**src/rtl/mips_pkg.sv**
```systemverilog
// Shared MIPS core types: move-from-HI/LO selector and the mul/div sequencer states.
package mips_pkg;
  localparam int MD_WIDTH = 32;

  typedef enum logic [1:0] {MVHL_NONE = 2'b00, MVHL_LO = 2'b01, MVHL_HI = 2'b10} mvhl_t;
  typedef enum logic [1:0] {MD_IDLE, MD_CALC, MD_FIX} md_state_t;

  // Attributes of the in-flight operation, captured when it is launched
  typedef struct packed {
    logic mult;
    logic qneg;
    logic rneg;
    logic divz;
  } md_op_t;
endpackage

```
**src/rtl/muldiv_iter.sv**
```systemverilog
// Unsigned iterative datapath: one shift-add (MULT) or restoring shift-subtract (DIV) step per cycle.
module muldiv_iter #(
  parameter int WIDTH = 32
) (
  input  logic               clk,
  input  logic               load,
  input  logic               step,
  input  logic               op,
  input  logic [WIDTH-1:0]   a,
  input  logic [WIDTH-1:0]   b,
  output logic [2*WIDTH-1:0] prod_q,
  output logic [WIDTH-1:0]   rem_q
);
  logic [2*WIDTH-1:0] acc, acc_nxt;
  logic [WIDTH-1:0]   opnd;
  logic               op_q;
  logic [WIDTH:0]     add_s, trial;

  // MULT: acc = {partial, multiplier}; DIV: acc = {remainder, dividend/quotient}
  always_comb begin
    add_s   = {1'b0, acc[2*WIDTH-1:WIDTH]} + (acc[0] ? {1'b0, opnd} : '0);
    trial   = acc[2*WIDTH-1:WIDTH-1] - {1'b0, opnd};
    acc_nxt = acc;
    if (op_q)
      acc_nxt = {add_s, acc[WIDTH-1:1]};
    else if (!trial[WIDTH])
      acc_nxt = {trial[WIDTH-1:0], acc[WIDTH-2:0], 1'b1};
    else
      acc_nxt = {acc[2*WIDTH-2:0], 1'b0};
  end

  always_ff @(posedge clk) begin
    if (load) begin
      acc  <= {{WIDTH{1'b0}}, op ? b : a};
      opnd <= op ? a : b;
      op_q <= op;
    end else if (step) begin
      acc  <= acc_nxt;
    end
  end

  assign prod_q = acc;
  assign rem_q  = acc[2*WIDTH-1:WIDTH];
endmodule

```
**src/rtl/muldiv_unit.sv**
```systemverilog
// EX-stage MULT/DIV unit: sequencer, sign handling, HI/LO registers and MFHI/MFLO read port.
module muldiv_unit
  import mips_pkg::*;
#(
  parameter int WIDTH = MD_WIDTH
) (
  input  logic             clk,
  input  logic             reset,
  input  logic             start,
  input  logic             multordiv,
  input  logic [WIDTH-1:0] srca,
  input  logic [WIDTH-1:0] srcb,
  input  logic [1:0]       mvhl,
  output logic [WIDTH-1:0] hlread,
  output logic [WIDTH-1:0] hi,
  output logic [WIDTH-1:0] lo,
  output logic             busy,
  output logic             done,
  output logic             stall
);
  localparam int CW = $clog2(WIDTH);

  md_state_t          state;
  md_op_t             op_q;
  logic [CW-1:0]      count;
  logic [WIDTH-1:0]   srca_q, mag_a, mag_b;
  logic [2*WIDTH-1:0] prod_q, prod_s;
  logic [WIDTH-1:0]   rem_q, quo_s, rem_s;
  logic               load, step;

  // Most-negative input maps to its own bit pattern, read back as an unsigned magnitude
  assign mag_a = srca[WIDTH-1] ? -srca : srca;
  assign mag_b = srcb[WIDTH-1] ? -srcb : srcb;
  assign load  = (state == MD_IDLE) && start;
  assign step  = (state == MD_CALC);

  muldiv_iter #(.WIDTH(WIDTH)) u_iter (
    .clk    (clk),
    .load   (load),
    .step   (step),
    .op     (multordiv),
    .a      (mag_a),
    .b      (mag_b),
    .prod_q (prod_q),
    .rem_q  (rem_q)
  );

  always_comb begin
    prod_s = op_q.qneg ? -prod_q : prod_q;
    quo_s  = op_q.qneg ? -prod_q[WIDTH-1:0] : prod_q[WIDTH-1:0];
    rem_s  = op_q.rneg ? -rem_q : rem_q;
  end

  always_ff @(posedge clk) begin
    if (reset) begin
      state  <= MD_IDLE;
      busy   <= 1'b0;
      done   <= 1'b0;
      hi     <= '0;
      lo     <= '0;
      count  <= '0;
      op_q   <= '0;
      srca_q <= '0;
    end else begin
      done <= 1'b0;
      case (state)
        MD_IDLE: if (start) begin
          op_q.mult <= multordiv;
          op_q.qneg <= srca[WIDTH-1] ^ srcb[WIDTH-1];
          op_q.rneg <= srca[WIDTH-1];
          op_q.divz <= !multordiv && (srcb == '0);
          srca_q    <= srca;
          count     <= '0;
          busy      <= 1'b1;
          state     <= MD_CALC;
        end
        MD_CALC: begin
          count <= count + CW'(1);
          if (count == CW'(WIDTH-1)) state <= MD_FIX;
        end
        MD_FIX: begin
          if (op_q.mult) begin
            {hi, lo} <= prod_s;
          end else if (op_q.divz) begin
            hi <= srca_q;
            lo <= '1;
          end else begin
            hi <= rem_s;
            lo <= quo_s;
          end
          done  <= 1'b1;
          busy  <= 1'b0;
          state <= MD_IDLE;
        end
        default: begin
          busy  <= 1'b0;
          state <= MD_IDLE;
        end
      endcase
    end
  end

  always_comb begin
    hlread = '0;
    case (mvhl)
      MVHL_LO: hlread = lo;
      MVHL_HI: hlread = hi;
      default: hlread = '0;
    endcase
  end

  assign stall = busy && (start || mvhl == MVHL_LO || mvhl == MVHL_HI);
endmodule

```
**config.mk**
```make
export PLATFORM = sky130hd
export DESIGN_NAME = muldiv_unit
export DESIGN_NICKNAME = d
export VERILOG_FILES = /design/src/rtl/mips_pkg.sv /design/src/rtl/muldiv_iter.sv /design/src/rtl/muldiv_unit.sv
export SDC_FILE = /design/constraint.sdc
export NUM_CORES = 1
export LEC_CHECK = 0
export CAP_MARGIN = 20
export CELL_PAD_IN_SITES_DETAIL_PLACEMENT = 1
export CELL_PAD_IN_SITES_GLOBAL_PLACEMENT = 1
export CORE_ASPECT_RATIO = 1.1
export CORE_MARGIN = 8
export CORE_UTILIZATION = 40
export DETAILED_ROUTE_END_ITERATION = 8
export PLACE_DENSITY_LB_ADDON = 0.3
export SYNTH_ARGS = -nofsm -noshare
export SYNTH_HDL_FRONTEND = slang
export SYNTH_SLANG_ARGS = --single-unit
```
**constraint.sdc**
```tcl
create_clock -name clk -period 6.7 [get_ports clk]
set_input_delay 1.34 -clock clk [delete_from_list [all_inputs] [get_ports clk]]
set_output_delay 1.34 -clock clk [all_outputs]
set_load 0.01 [all_outputs]
```
---- Word level (Yosys, flattened, before mapping) ----
Cells that the tools add are included.
storage, ports and cells
  bits in registers ....................... 206
  word-level logic and storage cells ...... 71
  latch bits .............................. 0
  bits in read-only memories .............. 0
  output and inout bits ................... 99
  memory bits (writable) .................. 0
  memories kept ........................... 0
cells by class
  muxes and demuxes ....................... 25
  multipliers ............................. 0
  equal/unequal tests ..................... 7
  reductions and logical operators ........ 14
  shifts and indexed selects .............. 0
  $add $sub $neg .......................... 8
  bitwise gates (word level) .............. 2
  divide/modulo/power cells ............... 0
  order comparisons ....................... 0
operators with widths
  cell                   count
  $mux W32               13
  $mux W64               3
  $neg A32 Y32           4
  $neg A64 Y64           1
  $pmux W32 S2           1
  $add A32 B32 Y33       1
  $sub A33 B32 Y33       1
  $logic_not A32 Y1      1
  $pmux W5 S2            1
  $reduce_and A2 Y1      4
  $add A5 B1 Y5 const B  1
  $eq A5 B5 Y1 const B   1
  $mux W5                1
  $eq A2 B1 Y1 const B   2
  $eq A2 B2 Y1 const B   2
  $mux W2                2
  $pmux W2 S2            1
  $reduce_bool A2 Y1     2
  $logic_and A1 B1 Y1    3
  $logic_not A2 Y1       1
  $logic_or A1 B1 Y1     2
  $mux W1                2
  $ne A2 B1 Y1 const B   1
  $ne A2 B2 Y1 const B   1
  other kinds (4)        4

---- Logic depth before layout (Yosys ltp) ----
  depth in word-level cells ............... 5
  mapped depth ............................ 15

---- Cells and area by module ----
Synthesis repeated with hierarchy kept, for this count alone.
unflattened totals
  cell total of the unflattened synthesis .. 2141
  area total of the unflattened synthesis .. 17286.6 um2
modules (own cells, without submodules)
  module       cells each  area an instance (um2)  times used
  muldiv_iter  1027        8977.4                  1
  muldiv_unit  1114        8309.2                  1

---- Least setup slack after synthesis ----
Ideal clock, no wire load.
  kind .................................... input port to flip-flop
  start ................................... in srca[2]
  end ..................................... reg u_iter.acc[23] (netlist: u_iter.prod_q[23]) (data pin)
  buffers on the path ..................... 0
  cell stages on the path ................. 9
  required time ........................... 6430 ps
  setup time .............................. 270 ps
  data arrival time ....................... 3675 ps
  slack ................................... 2755 ps
  cells stage by stage .................... or4_1 > or4_4 > or3_4 > or3_1 > o31ai_2 > xor2_1 > nand2_1 > a21oi_1 > a21oi_1
on the way
  longest elaborated chain between the ends .. 4
RTL lines
  item                  RTL line           source
  start, declared       muldiv_unit.sv:11  input logic [WIDTH-1:0] srca,
  $neg A32 Y32          muldiv_unit.sv:32  assign mag_a = srca[WIDTH-1] ? -srca : srca;
  $mux W32              muldiv_unit.sv:32
  $mux W32              muldiv_iter.sv:34  acc <= {{WIDTH{1'b0}}, op ? b : a};
  $mux W32              muldiv_iter.sv:33  if (load) begin
  end signal, assigned  muldiv_iter.sv:34
  end signal, assigned  muldiv_iter.sv:38  acc <= acc_nxt;
  end, declared         muldiv_iter.sv:14  logic [2*WIDTH-1:0] acc, acc_nxt;
No other way between the ends.
A chain may end at the register's enable or synchronous reset.

---- Final worst setup path ----
  start ................................... in mvhl[0]
  end ..................................... out hlread[8]
on the way
  longest elaborated chain between the ends .. 2
  elaborated cells on any way between the ends .. 3
  those cells by class .................... eq/ne (2); mux (1)
RTL lines
  item                                                 RTL line            source
  start, declared                                      muldiv_unit.sv:13   input logic [1:0] mvhl,
  $eq A2 B2 Y1 / $eq A2 B1 Y1 (equally long branches)  muldiv_unit.sv:105  case (mvhl)
  $pmux W32 S2 *                                       muldiv_unit.sv:105
  end, declared                                        muldiv_unit.sv:14   output logic [WIDTH-1:0] hlread,
Mark *: on every way between the ends. The rest lies on a longest branch, timed or not.

==> metrics.cfg <==
[synth]
netlist_area_um2 = 16300
synth_top_area_share_pct = 17.2
syn-num-nets = 2210
ys_warn_count = 0
synth_edf_count = 65
ys_top_cells_by_area = dfxtp_1, edfxtp_1, xor2_1
ys.flop_type = dfxtp_1
synth_cell_types = 79
synthCells = 2066
synth_top_area_cell = dfxtp_1
async_flop_share_pct = 0
syn_area_per_cell_um2 = 7.88
ys_seq_elements = 205
yosysSeqAreaShare_pct = 29.2

[power]
leakage_nw = 7.34
peakVddDrop_mv = 0.202
power.density_nw_per_um2 = 266

[worst_setup_path]
path_delay_family = buffers and inverters
slowest_stage = ha_1
crit_buf_inv = 3
required_ps = 5360
path_common_cell = clkdlybuf4s50_1
worst_setup_path_start_kind = input pin
reg2reg_to = u_iter.prod_q[39]
rrSetupSlack_ps = 1960
crit_type = input pin to output port
r2r_cells = 14
crit_chain = clkdlybuf4s50_1 -> inv_1 -> ha_1 -> nor2_1 -> clkdlybuf4s50_1
critical-path-max-stage-delay_ps = 940
worst-path-max-fanout = 32
reg2reg_from = u_iter.prod_q[32]
cp_data_arrival_time_ps = 3510
end_kind = output port

[worst_hold_path]
holdPathStages = 2
min_from = srca_q[29]
worstHoldEndpoint = srca_q[29]
hold_path.class = flop to flop

[clock_network]
cts_max_level = 1
root_buffer = clkbuf_16
clkLatencyLatePin_ps = 550
cts_buffer_depth = 3
cts_sinks = 205
cts_tree = done
path_clk_slew_ps = 60
cts.repair.resized = 0
cts_setup_buffers = 0
cts_buffers = 24
ctsHoldBuffers = 0

[global_routing]
grt_pass1_wl_mm = 101
grt_pass1_vias = 16500
grt-ovfl-total = 0
grt.total_usage_pct = 27.4
antenna_found_initial = 3
grt_start_max_net_pins = 103

[sta]
fin_crit_ps = 4850
tns_ps = 0
max_freq_mhz = 206
hold_viol = 0
whs_ps = 465
rsz0062_at_grt = false
slew_violations = 0
worst_pin_slew_ps = 1150
finalCritPeriodShare_pct = 72.4
skew_ps = 15.9
finalSetupViolations = 0
max-slew-margin-rel_pct = 23.0

[drt]
ant_nets = 0
vias = 16500
drtPass1Iterations = 7
drtIter0Drc = 1357
finalWirelength_mm = 68.4
drc_errors = 0
wl_per_cell_um = 25.6
vias_per_cell = 6.16

[cells_and_area]
areaGrowthSynthToFinish_pct = 17.4
nets = 2287
fin_util_pct = 47.6
design_area_um2 = 19100
drive_gt1_share_pct = 5.14
antennaDiodeCount = 0

[place]
io_buffers = 168
post_dp_cell_area_um2 = 18300
dp_hpwl_mm = 52.4
gp_congestion = 0.931

[die]
die_x_um = 208
die_area_um2 = 47400
ios = 169
initial_core_util_pct = 40.5
core_um2 = 40200
die_h_um = 228
rows = 77

[status]
status = completed

[run]
drv_cap = 0

-- worst min-delay path: stages (launching register included) --
cell	delay, ps
dfxtp_1	310
nand2_1	50
a21oi_1	50
-- flip-flops by register name, indices dropped and copies added, names as in the netlist --
signal         flops
srca_q            31
count              5
done               1
u_iter.opnd       32
u_iter.prod_q     64
hi                32
busy               1
state              2
u_iter.op_q        1
op_q               4
lo                32
-- layer usage --
metal / routed length [µm] / up-vias / share of wire [%] / GRT usage (%)
li1: - / 7612 / - / -
met1: 29100 / 8177 / 42 / 34.3
met2: 32600 / 535 / 48 / 46.9
met3: 3480 / 154 / 5.1 / 3.43
met4: 3230 / 4 / 4.7 / 12.7
met5: 26 / - / 0.038 / 0
-- synthesized netlist by cell type, drive strengths merged (64+ instances only) --
cell / n
nand2: 232
nor2: 214
a21oi: 178
xor2: 147
o21ai: 143
dfxtp: 140
clkbuf: 120
mux2i: 91
ha: 72
a211oi: 68
edfxtp: 65
inv: 64
-- report_power, final --
part	switching [mW]	internal, mW	total (mW)
sequential	0.268	1.42	1.69
clock	0.575	0.784	1.36
combinational	1.26	0.779	2.04
total	2.11	2.98	5.09
-- metrics by stage --
stage                     power (mW)  setup WS, ps  cells
after floorplan                 3.03          2760   2066
after global placement          3.64          1670   2628
after detailed placement        3.69          1640   2628
after CTS                       5.06          1640   2672
after global routing            5.33          1700   2674
final                           5.09          1850   2674
-- kinds of logic after synthesis --
| group | count (synthesis) | share of synthesized area [%] |
|---|---|---|
| AOI/OAI and AO/OA | 628 | 24.9 |
| xor gates and xnor gates | 199 | 10.7 |
| adders and majority gates | 74 | 5.78 |
| buffers and inverters | 209 | 4.91 |
| DFF | 205 | 29.2 |
| muxes | 93 | 5.74 |
| and+or+nand+nor | 658 | 18.8 |
-- layout make-up --
type / count / area, µm²
Timing Repair Buffer: 196 / 1930
Clock buffer: 30 / 664
Tap cell: 513 / 642
Inverter: 64 / 241
Clock inverter: 14 / 140
Fill cell: 4836 / 21100
Sequential cell: 205 / 4760
Multi-Input combinational cell: 1652 / 10700
-- how the worst max path moves through the flow --
| stage | start | end | slack, ps | depth (start not counted) |
|---|---|---|---|---|
| 5_1_grt | u_iter.prod_q[31] | u_iter.prod_q[39] | 1700 | 15 |
| 6_report | mvhl[0] | hlread[8] | 1850 | 5 |
| 3_5_place_dp | mvhl[1] | hlread[27] | 1640 | 6 |
| 4_1_cts | mvhl[1] | hlread[27] | 1640 | 6 |
| 3_3_place_gp | mvhl[1] | hlread[30] | 1670 | 6 |
| 2_1_floorplan | srca[2] | u_iter.prod_q[23] | 2760 | 9 |
-- cells in the final DEF (no fill, tap or decap), drive strengths merged, types with 63 or more instances in the layout --
master	n
mux2i	91
ha	72
nand2	232
o21ai	143
inv	63
edfxtp	65
clkdlybuf4s50	167
dfxtp	140
xor2	147
a211oi	68
nor2	214
a21oi	178
Power figures use the tool's default switching activity.
